<file path="src/rtl/seg7_pkg.sv">
// Shared 7-segment definitions: segment patterns, decode sentinels
// and the capture FSM state type.
package seg7_pkg;

  localparam logic [6:0] SEG_0 = 7'h3F;
  localparam logic [6:0] SEG_1 = 7'h06;
  localparam logic [6:0] SEG_2 = 7'h5B;
  localparam logic [6:0] SEG_3 = 7'h4F;
  localparam logic [6:0] SEG_4 = 7'h66;
  localparam logic [6:0] SEG_5 = 7'h6D;
  localparam logic [6:0] SEG_6 = 7'h7D;
  localparam logic [6:0] SEG_7 = 7'h07;
  localparam logic [6:0] SEG_8 = 7'h7F;
  localparam logic [6:0] SEG_9 = 7'h6F;

  localparam logic [6:0] SEG_BLANK  = 7'h00;
  localparam logic [3:0] NIBBLE_BAD = 4'hF;

  typedef enum logic [1:0] {
    ST_IDLE,
    ST_SETTLE,
    ST_SAMPLE
  } cap_state_e;

endpackage

</file>
<file path="src/rtl/seg7_decode.sv">
// Combinational 7-segment to BCD decoder; exact pattern match only.
// Unknown patterns report bad with nibble NIBBLE_BAD.
module seg7_decode
  import seg7_pkg::*;
(
  input  logic [6:0] segment,
  output logic       blank,
  output logic       bad,
  output logic [3:0] nibble
);

  always_comb begin
    blank  = 1'b0;
    bad    = 1'b0;
    nibble = 4'd0;
    case (segment)
      SEG_0:     nibble = 4'd0;
      SEG_1:     nibble = 4'd1;
      SEG_2:     nibble = 4'd2;
      SEG_3:     nibble = 4'd3;
      SEG_4:     nibble = 4'd4;
      SEG_5:     nibble = 4'd5;
      SEG_6:     nibble = 4'd6;
      SEG_7:     nibble = 4'd7;
      SEG_8:     nibble = 4'd8;
      SEG_9:     nibble = 4'd9;
      SEG_BLANK: blank  = 1'b1;
      default: begin
        bad    = 1'b1;
        nibble = NIBBLE_BAD;
      end
    endcase
  end

endmodule

</file>
<file path="src/rtl/segment_capture.sv">
// Display-bus readback: samples scanned digits, assembles frames and
// publishes stable values. Colon tracking under SEGMENT_CAPTURE_COLON_EN.
module segment_capture
  import seg7_pkg::*;
#(
  parameter int DIGITS        = 4,
  parameter int SETTLE        = 2,
  parameter int STABLE_FRAMES = 2,
  parameter int TIMEOUT       = 1024
) (
  input  logic                  clock,
  input  logic                  reset,
  input  logic [6:0]            segment,
  input  logic [DIGITS-1:0]     digit_sel,
  input  logic                  colon_in,
  output logic [4*DIGITS-1:0]   value_out,
  output logic [DIGITS-1:0]     blank_out,
  output logic                  colon_out,
  output logic                  valid,
  output logic                  code_err,
  output logic                  scan_lost
);

`ifdef SEGMENT_CAPTURE_COLON_EN
  localparam logic COLON_EN = 1'b1;
`else
  localparam logic COLON_EN = 1'b0;
`endif

  localparam int IW = $clog2(TIMEOUT + 1);

  logic [DIGITS-1:0]   sel_q, sel_d, cur;
  logic [6:0]          seg_q;
  logic                colon_q;
  cap_state_e          state;
  logic [3:0]          cnt;
  logic [IW-1:0]       idle;
  logic [DIGITS-1:0]   seen, seen_n;
  logic [4*DIGITS-1:0] nib, nib_n, prev_nib;
  logic [DIGITS-1:0]   blk, blk_n, prev_blk;
  logic                fcol, col_n, prev_col;
  logic [2:0]          stable, stable_n;
  logic                dec_blank, dec_bad;
  logic [3:0]          dec_nib;
  logic onehot, change, legal_chg, do_sample;
  logic complete, same_prev, has_bad;
  logic publish, timeout_hit;

  seg7_decode u_dec (
    .segment (seg_q),
    .blank   (dec_blank),
    .bad     (dec_bad),
    .nibble  (dec_nib)
  );

  assign onehot = (sel_q != '0)
    && ((sel_q & (sel_q - DIGITS'(1))) == '0);
  assign change    = sel_q != sel_d;
  assign legal_chg = change && onehot;
  assign do_sample = (state == ST_SAMPLE) && !change;

  always_comb begin
    nib_n   = nib;
    blk_n   = blk;
    col_n   = fcol;
    seen_n  = seen;
    has_bad = 1'b0;
    if (do_sample) begin
      for (int i = 0; i < DIGITS; i++) begin
        if (cur[i]) begin
          nib_n[4*i +: 4] = dec_nib;
          blk_n[i]        = dec_blank;
        end
      end
      if (cur[0]) col_n = colon_q & COLON_EN;
      seen_n = seen | cur;
    end
    for (int i = 0; i < DIGITS; i++) begin
      if (nib_n[4*i +: 4] == NIBBLE_BAD) has_bad = 1'b1;
    end
  end

  assign complete  = do_sample && (seen_n == '1);
  assign same_prev = (nib_n == prev_nib)
    && (blk_n == prev_blk) && (col_n == prev_col);

  always_comb begin
    stable_n = 3'd1;
    if (same_prev) begin
      if (stable == 3'(STABLE_FRAMES)) stable_n = stable;
      else stable_n = stable + 3'd1;
    end
  end

  assign publish = complete && !has_bad
    && (stable_n == 3'(STABLE_FRAMES))
    && ((nib_n != value_out) || (blk_n != blank_out)
        || (col_n != colon_out));
  assign timeout_hit = !legal_chg
    && (idle == IW'(TIMEOUT - 1));

  always_ff @(posedge clock or posedge reset) begin
    if (reset) begin
      sel_q     <= '0;
      sel_d     <= '0;
      seg_q     <= '0;
      colon_q   <= 1'b0;
      cur       <= '0;
      state     <= ST_IDLE;
      cnt       <= '0;
      idle      <= '0;
      seen      <= '0;
      nib       <= '0;
      blk       <= '1;
      fcol      <= 1'b0;
      prev_nib  <= '0;
      prev_blk  <= '1;
      prev_col  <= 1'b0;
      stable    <= '0;
      value_out <= '0;
      blank_out <= '1;
      colon_out <= 1'b0;
      valid     <= 1'b0;
      code_err  <= 1'b0;
      scan_lost <= 1'b0;
    end else begin
      sel_q   <= digit_sel;
      sel_d   <= sel_q;
      seg_q   <= segment;
      colon_q <= colon_in;
      valid   <= 1'b0;

      if (change && !onehot) begin
        state <= ST_IDLE;
      end else if (change) begin
        cur <= sel_q;
        cnt <= 4'(SETTLE);
        if (SETTLE == 0) state <= ST_SAMPLE;
        else state <= ST_SETTLE;
      end else begin
        unique case (state)
          ST_IDLE: state <= ST_IDLE;
          ST_SETTLE: begin
            if (cnt <= 4'd1) state <= ST_SAMPLE;
            else cnt <= cnt - 4'd1;
          end
          ST_SAMPLE: state <= ST_IDLE;
          default: state <= ST_IDLE;
        endcase
      end

      if (legal_chg) idle <= '0;
      else if (idle != IW'(TIMEOUT)) idle <= idle + IW'(1);

      nib  <= nib_n;
      blk  <= blk_n;
      fcol <= col_n;
      seen <= seen_n;
      if (do_sample && dec_bad) code_err <= 1'b1;

      // completion wins over a coincident timeout
      if (complete) begin
        prev_nib  <= nib_n;
        prev_blk  <= blk_n;
        prev_col  <= col_n;
        stable    <= stable_n;
        seen      <= '0;
        scan_lost <= 1'b0;
        if (publish) begin
          value_out <= nib_n;
          blank_out <= blk_n;
          colon_out <= col_n;
          valid     <= 1'b1;
        end
      end else if (timeout_hit) begin
        scan_lost <= 1'b1;
        seen      <= '0;
        stable    <= '0;
      end
    end
  end

endmodule
</file>
<file path="config.mk">
export PLATFORM = sky130hd
export DESIGN_NAME = segment_capture
export DESIGN_NICKNAME = d
export VERILOG_FILES = /design/src/rtl/seg7_pkg.sv /design/src/rtl/seg7_decode.sv /design/src/rtl/segment_capture.sv
export SDC_FILE = /design/constraint.sdc
export NUM_CORES = 1
export LEC_CHECK = 0
export CORE_MARGIN = 2
export CORE_UTILIZATION = 54
export CTS_CLUSTER_DIAMETER = 50
export DETAILED_ROUTE_END_ITERATION = 12
export PLACE_DENSITY = 0.77
export SYNTH_ARGS = -nofsm -noshare
export SYNTH_HDL_FRONTEND = slang
export SYNTH_SLANG_ARGS = --single-unit
</file>
<file path="constraint.sdc">
create_clock -name clock -period 3.36 [get_ports clock]
set_clock_uncertainty 0.15 [all_clocks]
set_input_delay 0.672 -clock clock [delete_from_list [all_inputs] [get_ports clock]]
set_output_delay 0.672 -clock clock [all_outputs]
set_load 0.03 [all_outputs]
</file>
; ---- After elaboration in Yosys (flattened, before gate mapping)
; Cells that the tools add are included.
[word_totals]
wordCells = 127
output_inout_bits = 24
reg_bits = 109
[classes]
order_cmp = 1
n_eq_ne = 30
mux = 39
addsub = 4
reduce_logical = 29
bitwise_logic = 3
[ops]
columns = cell, n
row1 = "== test 7 bit, second input constant", 7
row2 = 2-to-1 mux 4 bit, 11
row3 = one-hot mux 4 bit (10 select lines), 1
row4 = 2-to-1 mux 11 bit, 2
row5 = "== test 4 bit, second input constant", 5
row6 = == test 16 bit, 1
row7 = 2-to-1 mux 1 bit, 16
row8 = 2-to-1 mux 16 bit, 1
row9 = inequality test 16 bit, 1
row10 = "== test 7 x 3 -> 1 bit, second input constant", 2
row11 = logical AND 1 bit, 12
row12 = 2-to-1 mux 3 bit, 4
row13 = "adder 11 x 1 -> 11 bit, second input constant", 1
row14 = "== test 11 x 10 -> 1 bit, second input constant", 1
row15 = "inequality test 11 bit, second input constant", 1
row16 = OR reduction 11 bit, 1
row17 = 2-to-1 mux 2 bit, 4
row18 = inequality test 4 bit, 2
row19 = "subtractor 4 x 1 -> 4 bit, second input constant", 2
row20 = "== test 7 x 6 -> 1 bit, second input constant", 1
row21 = zero test 7 bit, 1
row22 = "== test 3 x 2 -> 1 bit, second input constant", 2
row23 = nonzero test 2 bit, 3
row24 = bitwise AND 4 bit, 1
row25 = other kinds (18), 23

; ---- Depth between registers and ports, before layout
; Gate-level depths: netlist of run 1.
[logic_depth]
ltp_word = 16
depth_mapped = 13

; ---- Hierarchy
; From an unflattened synthesis of run 1, not the netlist that was laid out.
[unflattened]
cells_unflattened = 630
area_unflattened_um2 = 6198.4
[modules_own_cells]
columns = mod, area_per_inst_um2, n_inst, cells_each
row1 = segment_capture, 5863.1, 1, 582
row2 = seg7_decode, 335.3, 1, 48

; ---- Least setup slack after synthesis of run 1
; No wires, ideal clock.
[synth_path]
path_type = reg-to-reg
startpoint = reg seg_q[4]
endpoint = reg value_out[10]
required_time_ns = 3.085
setup_slack_ns = -0.275
setup_time_ns = 0.125
path_stages_with_launch = 12
period_less_slack_ns = 3.635
arrival_ns = 3.360
path_cell_list = dfrtp_1 -> buf_2 -> o211a_1 -> o2111ai_4 -> nand4_4 -> and2_4 -> and3_4 -> nor4_2 -> or4b_1 -> a2111oi_2 -> buf_6 -> mux2_4
[synth_via]
elab_chain_len = 15
[synth_lines]
columns = item, line
row1 = start: declaration, segment_capture.sv:33  ; logic [6:0] seg_q;
row2 = start signal: assignment, segment_capture.sv:129  ; seg_q <= segment;
row3 = == test 7 x 6 -> 1 bit or zero test 7 bit (tied branches), seg7_decode.sv:16  ; case (segment)
row4 = OR reduction 2 bit (no source line), --
row5 = one-hot mux 4 bit (10 select lines), seg7_decode.sv:16
row6 = 2-to-1 mux 4 bit, segment_capture.sv:70  ; if (cur[i]) begin
row7 = 2-to-1 mux 16 bit, segment_capture.sv:68  ; if (do_sample) begin
row8 = == test 4 bit, segment_capture.sv:79  ; if (nib_n[4*i +: 4] == NIBBLE_BAD) has_bad = 1'b1;
row9 = 2-to-1 mux 1 bit (4 in a row), segment_capture.sv:79
row10 = zero test 1 bit, segment_capture.sv:95  ; assign publish = complete && !has_bad
row11 = logical AND 1 bit, segment_capture.sv:95
row12 = logical AND 1 bit, segment_capture.sv:96  ; && (stable_n == 3'(STABLE_FRAMES))
row13 = logical AND 1 bit, segment_capture.sv:97  ; && ((nib_n != value_out) || (blk_n != blank_out)
row14 = AND reduction 2 bit (no source line), --
row15 = end signal: assignment, segment_capture.sv:170  ; value_out <= nib_n;
row16 = end: declaration, segment_capture.sv:16  ; output logic [4*DIGITS-1:0] value_out,
; Several ways; a longest one is shown, not always the timed one.
; A chain may end at the register's enable or synchronous reset.

; ---- Final worst setup path of run 1
; Ends and elaborated chain as after synthesis.

==> flow_summary.ini, run 1 <==
[route]
post_drt_wl_per_cell_um = 21.3
drtIter0Drc = 554
first_pass_iters = 6
drc = 0
wl_um = 19600
vias = 5728
via_per_inst = 6.24
final_antenna_net_count = 0

[worst_setup_path]
r2r_setup_slack_ps = -280
critPathMaxFanout = 6
reg2reg_from = seg_q[4]$_DFF_PP0_
worstPathRequired_ps = 3480
cp.arrival_ps = 3770
crit_path_start_kind = flip-flop
cp-end-kind = flip-flop
path_class = reg2reg
crit_start = seg_q[4]$_DFF_PP0_

[synthesis]
synth_seq_area_share_pct = 45.3
muxShareOfSynthArea_pct = 7.85
synth_common_cells = dfrtp_1, nor2_1, nand2_1
synth_adder_area_share_pct = 1.24
ys_ff_latch = 109
syn_nets = 634
synth_warnings = 0
yosys-top-cells-area = dfrtp_1, dfstp_2, mux2_4
synth_area_leader_cell = dfrtp_1
synth_top_family_by_area = simple AND/OR/NAND/NOR gates
yosys.area_share.simple_pct = 19.5
synth_cell_type_count = 75
syn_area_per_cell_um2 = 9.86
synth_ff_type = dfrtp_1
synth-compound-area-share_pct = 16.6
synth-edff-count = 0
async_flop_share_pct = 100
yosysMostFrequentCell = dfrtp_1
yosys.area.top_type_share_pct = 40.1
mappedNetlistArea_um2 = 6050
synthXorXnorAreaFrac_pct = 4.92
syn_inst = 614

[timing]
fmaxAchievable_mhz = 275
rsz0062_at_grt = true
hold_viol = 0
worst_pin_slew_ps = 629
fin_ws_ps = -281
relSlewSlack_pct = 58.0
fin_crit_sh_pct = 108
holdWs_ps = 352
setup_viol = 21
period_minus_slack_ps = 3640
maxSlewViolCount = 0

[finish]
instances_no_fill = 918
drive_above_1_share_pct = 35.5
synthToLayoutAreaGrowth_pct = 34.5
antenna_cells = 0
nNetsFinal = 793

[power]
power.density_nw_per_um2 = 306
p_leak_nw = 3.65
ir_drop_uv = 306

[clock_tree]
clockBufferDepth = 2
cts_sinks = 109
cts_tree = built
cts_max_level = 3
clk_pin_slew_ps = 100
cts_root_buf = clkbuf_8
cts_inserted_buffers = 9
insertion_delay_ps = 400

[global_routing]
gr-max-usage-layer = met2
grt_pass1_vias = 5838
use_met3_pct = 10.1
antenna_found_initial = 0
grt_max_degree = 74
met1_usage_pct = 43.7
grt.met2_usage_pct = 54.0
grt_pass1_wl_um = 30700
grt-ovfl-total = 0
grt_usage_pct = 34.1

[placement]
dp_hpwl_um = 14200
placed_cells = 888
dp_slack_ps = -416
port_buffers = 36
routabilityCongestion = 1.03

[min_path]
hold_class = reg2reg
hold_path_startpoint = code_err$_DFFE_PP0P_

[status]
failed_checks = negative setup slack
status = finished, violations left

[die]
die_w_um = 110
dieArea_um2 = 12100
num_rows = 38
num_io_pins = 38
initial_core_util_pct = 55.6
die_h_um = 110
coreArea_um2 = 10900

[run]
drv_cap = 0
sequential cells by signal, summed over array words and instances (netlist names), 7 cells and up:
signal	cells
idle	11
value_out	16
prev_nib	16
nib	16
seg_q	7
timing repair:
action / 4_1_cts / 5_1_grt
endpoints found under the setup margin: 22 / 25
setup buffers: 7 / 5
gates resized for setup: 58 / 30
pin swaps: 20 / 10
hold buffers: 0 / 0
gates cloned: 2 / 0
metrics by stage:
step	TNS [ps]	total power, mW	utilization (%)	area (µm²)
floorplan	-183	1.58	-	6100
global placement	-8000	1.71	68.8	7490
detailed placement	-7640	1.72	68.8	7490
CTS	-4470	2.49	73.1	7960
global route	-7250	2.59	74.8	8140
finish	-5410	2.49	74.8	8140
critical path, cell delays in order, from the launching register on:
cell       delay, ps
dfrtp_2          460
o211a_1          270
o2111ai_4        290
nand4_4          190
and2_4           210
and3_4           190
nor4_4           320
or4b_4           530
a2111oi_4        260
buf_4            210
buf_8            150
mux2_4           300
cells by family after synthesis:
family	after synthesis
simple gates	217
fa+ha+maj	6
compound gates	149
flops	109
mux	36
xor+xnor	34
buf+inv	63
cells in the final DEF, fill, tap and decap left out, drive strengths merged, types with 6 or more instances in the layout:
cell type	n
a21oi	34
a31oi	13
and2	9
and3	6
buf	142
clkbuf	10
clkdlybuf4s50	36
dfrtp	97
dfstp	12
ha	6
inv	34
mux2	35
nand2	49
nand2b	8
nand3	17
nand4	16
nor2	50
nor3	15
nor4	12
o2111ai	6
o21ai	36
o22ai	9
xnor2	15
xor2	19
report_power, final:
| part | leakage (nW) | internal [mW] | switching [mW] |
|---|---|---|---|
| combinational | 2.14 | 0.152 | 0.162 |
| sequential | 1.42 | 1.36 | 0.0536 |
| clock | 0.0940 | 0.283 | 0.481 |
area by class of cell:
type,count,area [µm²]
clock buffers,10,128
clock inverters,6,56.3
fillers,798,2750
inverters,33,128
multi-input cells,442,3350
flip-flops and latches,109,2750
well taps,140,175
repair buffers,178,1560
final timing paths:
kind / to / depth (start not counted)
hold / removal: code_err$_DFFE_PP0P_ / 1
hold reg to reg: code_err$_DFFE_PP0P_ / 1
min in group asynchronous: sel_d[1]$_DFF_PP0_ / 3
setup / recovery: value_out[10]$_DFFE_PP0P_ / 11
max in group asynchronous: blank_out[1]$_DFFE_PP1P_ / 3
setup reg to reg: value_out[10]$_DFFE_PP0P_ / 11
layer usage:
| layer | part of all wire (%) | vias to the layer above |
|---|---|---|
| met5 | 0 | - |
| li1 | - | 2550 |
| met4 | 3.7 | 0 |
| met1 | 41 | 2821 |
| met3 | 8.4 | 59 |
| met2 | 47 | 298 |
Power figures use the tool's default switching activity.
==> run 2, diff against run 1 <==
Settings changed: ABC_AREA set to 1.
==> run 2 against run 1 <==
The run now ends clean. Worst hold slack worse by 40 ps. Non-clock buffer count down 110. Final cell count up 4.7%. Synthesized area down 4.7%. Clock power down 2%. Wire length down 27%. Flip-flop and latch count unchanged. Critical path type unchanged. Largest cell class is now flip-flops and latches.
==> flow_summary.ini, run 2 <==
[status]
status = completed

[synthesis]
synth_seq_area_share_pct = 47.6
ys_ff_latch = 109
async_flop_share_pct = 100
synth_warnings = 0
yosys-top-cells-area = dfrtp_1, nand2_1, inv_1
synth-edff-count = 0
yosysMostFrequentCell = nand2_1
syn_inst = 753
syn_nets = 773
mappedNetlistArea_um2 = 5770
yosys.area.top_type_share_pct = 42.1
synth_area_leader_cell = dfrtp_1
synth_common_cells = nand2_1, dfrtp_1, inv_1
syn_area_per_cell_um2 = 7.66
synth_ff_type = dfrtp_1
synth_cell_type_count = 36

[global_routing]
grt_pass1_wl_um = 22800
antenna_found_initial = 0
grt-ovfl-total = 0
grt_usage_pct = 25.1
grt_pass1_vias = 4879
grt_max_degree = 52

[power]
power.density_nw_per_um2 = 361
ir_drop_uv = 321
p_leak_nw = 3.60

[timing]
hold_viol = 0
setup_viol = 0
relSlewSlack_pct = 52.9
fin_crit_sh_pct = 95.2
fin_ws_ps = 161
period_minus_slack_ps = 3200
worst_pin_slew_ps = 705
rsz0062_at_grt = true
fmaxAchievable_mhz = 313
maxSlewViolCount = 0
holdWs_ps = 313

[clock_tree]
cts_root_buf = clkbuf_8
insertion_delay_ps = 390
cts_hold_buf = 0
cts_sinks = 109
cts_tree = built
cts_inserted_buffers = 9
clockBufferDepth = 2
cts_max_level = 3
clk_pin_slew_ps = 100

[worst_setup_path]
critPathMaxFanout = 11
worstPathRequired_ps = 3530
crit_start = sel_q[0]$_DFF_PP0_
cp.arrival_ps = 3370
crit_path_start_kind = flip-flop
path_class = reg2reg
worstSetupEndpoint = blank_out[0]$_DFFE_PP1P_
reg2regPathDepth = 18
cp-end-kind = flip-flop
reg2reg_from = sel_q[0]$_DFF_PP0_
r2r_setup_slack_ps = 160
r2r_end = blank_out[0]$_DFFE_PP1P_

[route]
vias = 5258
via_per_inst = 5.47
first_pass_iters = 5
wl_um = 14400
drc = 0
post_drt_wl_per_cell_um = 15.0
drtIter0Drc = 460
final_antenna_net_count = 0

[placement]
placedInstanceArea_um2 = 6340
dp_slack_ps = 105
dp_hpwl_um = 9730
routabilityCongestion = 0.896
port_buffers = 36

[run]
drv_cap = 0

[finish]
fillers = 856
top_regs = nib: 16 flops, prev_nib: 16 flops, value_out: 16 flops
final_common_cell = nand2_1
synthToLayoutAreaGrowth_pct = 16.7
drive_above_1_share_pct = 13.0
mostFrequentLayoutCells = nand2_1, dfrtp_1, inv_1
final_area_um2 = 6730
nNetsFinal = 840
antenna_cells = 0

[die]
coreArea_um2 = 10400
num_rows = 37
die_h_um = 107
dieArea_um2 = 11500
die_w_um = 107
num_io_pins = 38
initial_core_util_pct = 55.6

[min_path]
hold_class = reg2reg
## run 2: cell count changes in the layout (fill, tap and decap cells not counted), sizes merged, moves of 11 or more
cell,delta
xor2,-16
nor4,-11
nand4,+11
or2,+11
nand3,+39
nand3b,+24
inv,+63
nand2,+206
a21oi,-23
buf,-110
xnor2,-15
nor2,+26
a31oi,-12
mux2,-35
## run 2: per-stage QoR
step                      setup TNS (ps)  power (mW)  cells  util, %
after floorplan                        0        1.62    753        -
after detailed placement               0        1.70    925     61.1
final                                  0        2.43    961     64.9
after global placement                 0        1.68    925     61.1
after CTS                              0        2.44    941     62.8
after global routing               -44.5        2.54    961     64.9
## run 2: cells by family after synthesis
group | Yosys count | synth area share, %
buffers and inverters | 113 | 7.98
adders and majority gates | 6 | 1.30
xor gates and xnor gates | 3 | 0.456
and+or+nand+nor | 458 | 36.8
AOI/OAI and AO/OA | 64 | 5.90
DFF | 109 | 47.6
## run 2: what timing repair did
action                                  CTS  global route
endpoints found under the setup margin    0            22
endpoints found under the hold margin     0             0
resized for setup                         0             8
buffers inserted                          0            16
## run 2: report_power, final
group	leakage [nW]	switching, mW	internal (mW)
Clock	0.0897	0.453	0.292
Sequential	1.42	0.0422	1.37
Combinational	2.08	0.182	0.0940
## run 2: worst max-delay path, stage by stage, from the launching register on
cell and delay, ps:
dfrtp_2 460, nand2_1 80, nand2_1 80, nor2_4 220
nand3_4 190, buf_12 190, nor2_8 150, nand3_1 200
nand3b_1 150, nand2_1 80, nor2_1 140, nand2_1 80
nor2_2 170, nand2_2 110, nor2_4 150, buf_4 200
buf_6 170, nand4_1 110, nand2_1 90
## run 2: layout make-up
cell class | count | area (µm²) | area share, %
Tap cell | 136 | 170 | 2.53
Inverter | 97 | 368 | 5.46
Multi-Input combinational cell | 535 | 2630 | 39.0
Sequential cell | 109 | 2750 | 40.8
Clock inverter | 5 | 35.0 | 0.520
Timing Repair Buffer | 68 | 646 | 9.59
Clock buffer | 11 | 141 | 2.10
## run 2: worst min-delay path by stage
stage	start	end	depth (start not counted)
floorplan	sel_q[3]$_DFF_PP0_	sel_d[3]$_DFF_PP0_	0
global placement	sel_q[3]$_DFF_PP0_	sel_d[3]$_DFF_PP0_	0
detailed placement	sel_q[3]$_DFF_PP0_	sel_d[3]$_DFF_PP0_	0
CTS	sel_q[3]$_DFF_PP0_	sel_d[3]$_DFF_PP0_	0
global route	sel_q[2]$_DFF_PP0_	sel_d[2]$_DFF_PP0_	0
finish	sel_q[2]$_DFF_PP0_	sel_d[2]$_DFF_PP0_	0
## run 2: layer usage
layer,global-route usage [%],wire (µm),vias up
li1,-,-,2535
met3,6.60,1170,26
met2,39.3,6590,196
met4,6.78,239,0
met5,0,0,-
met1,34.9,6380,2501
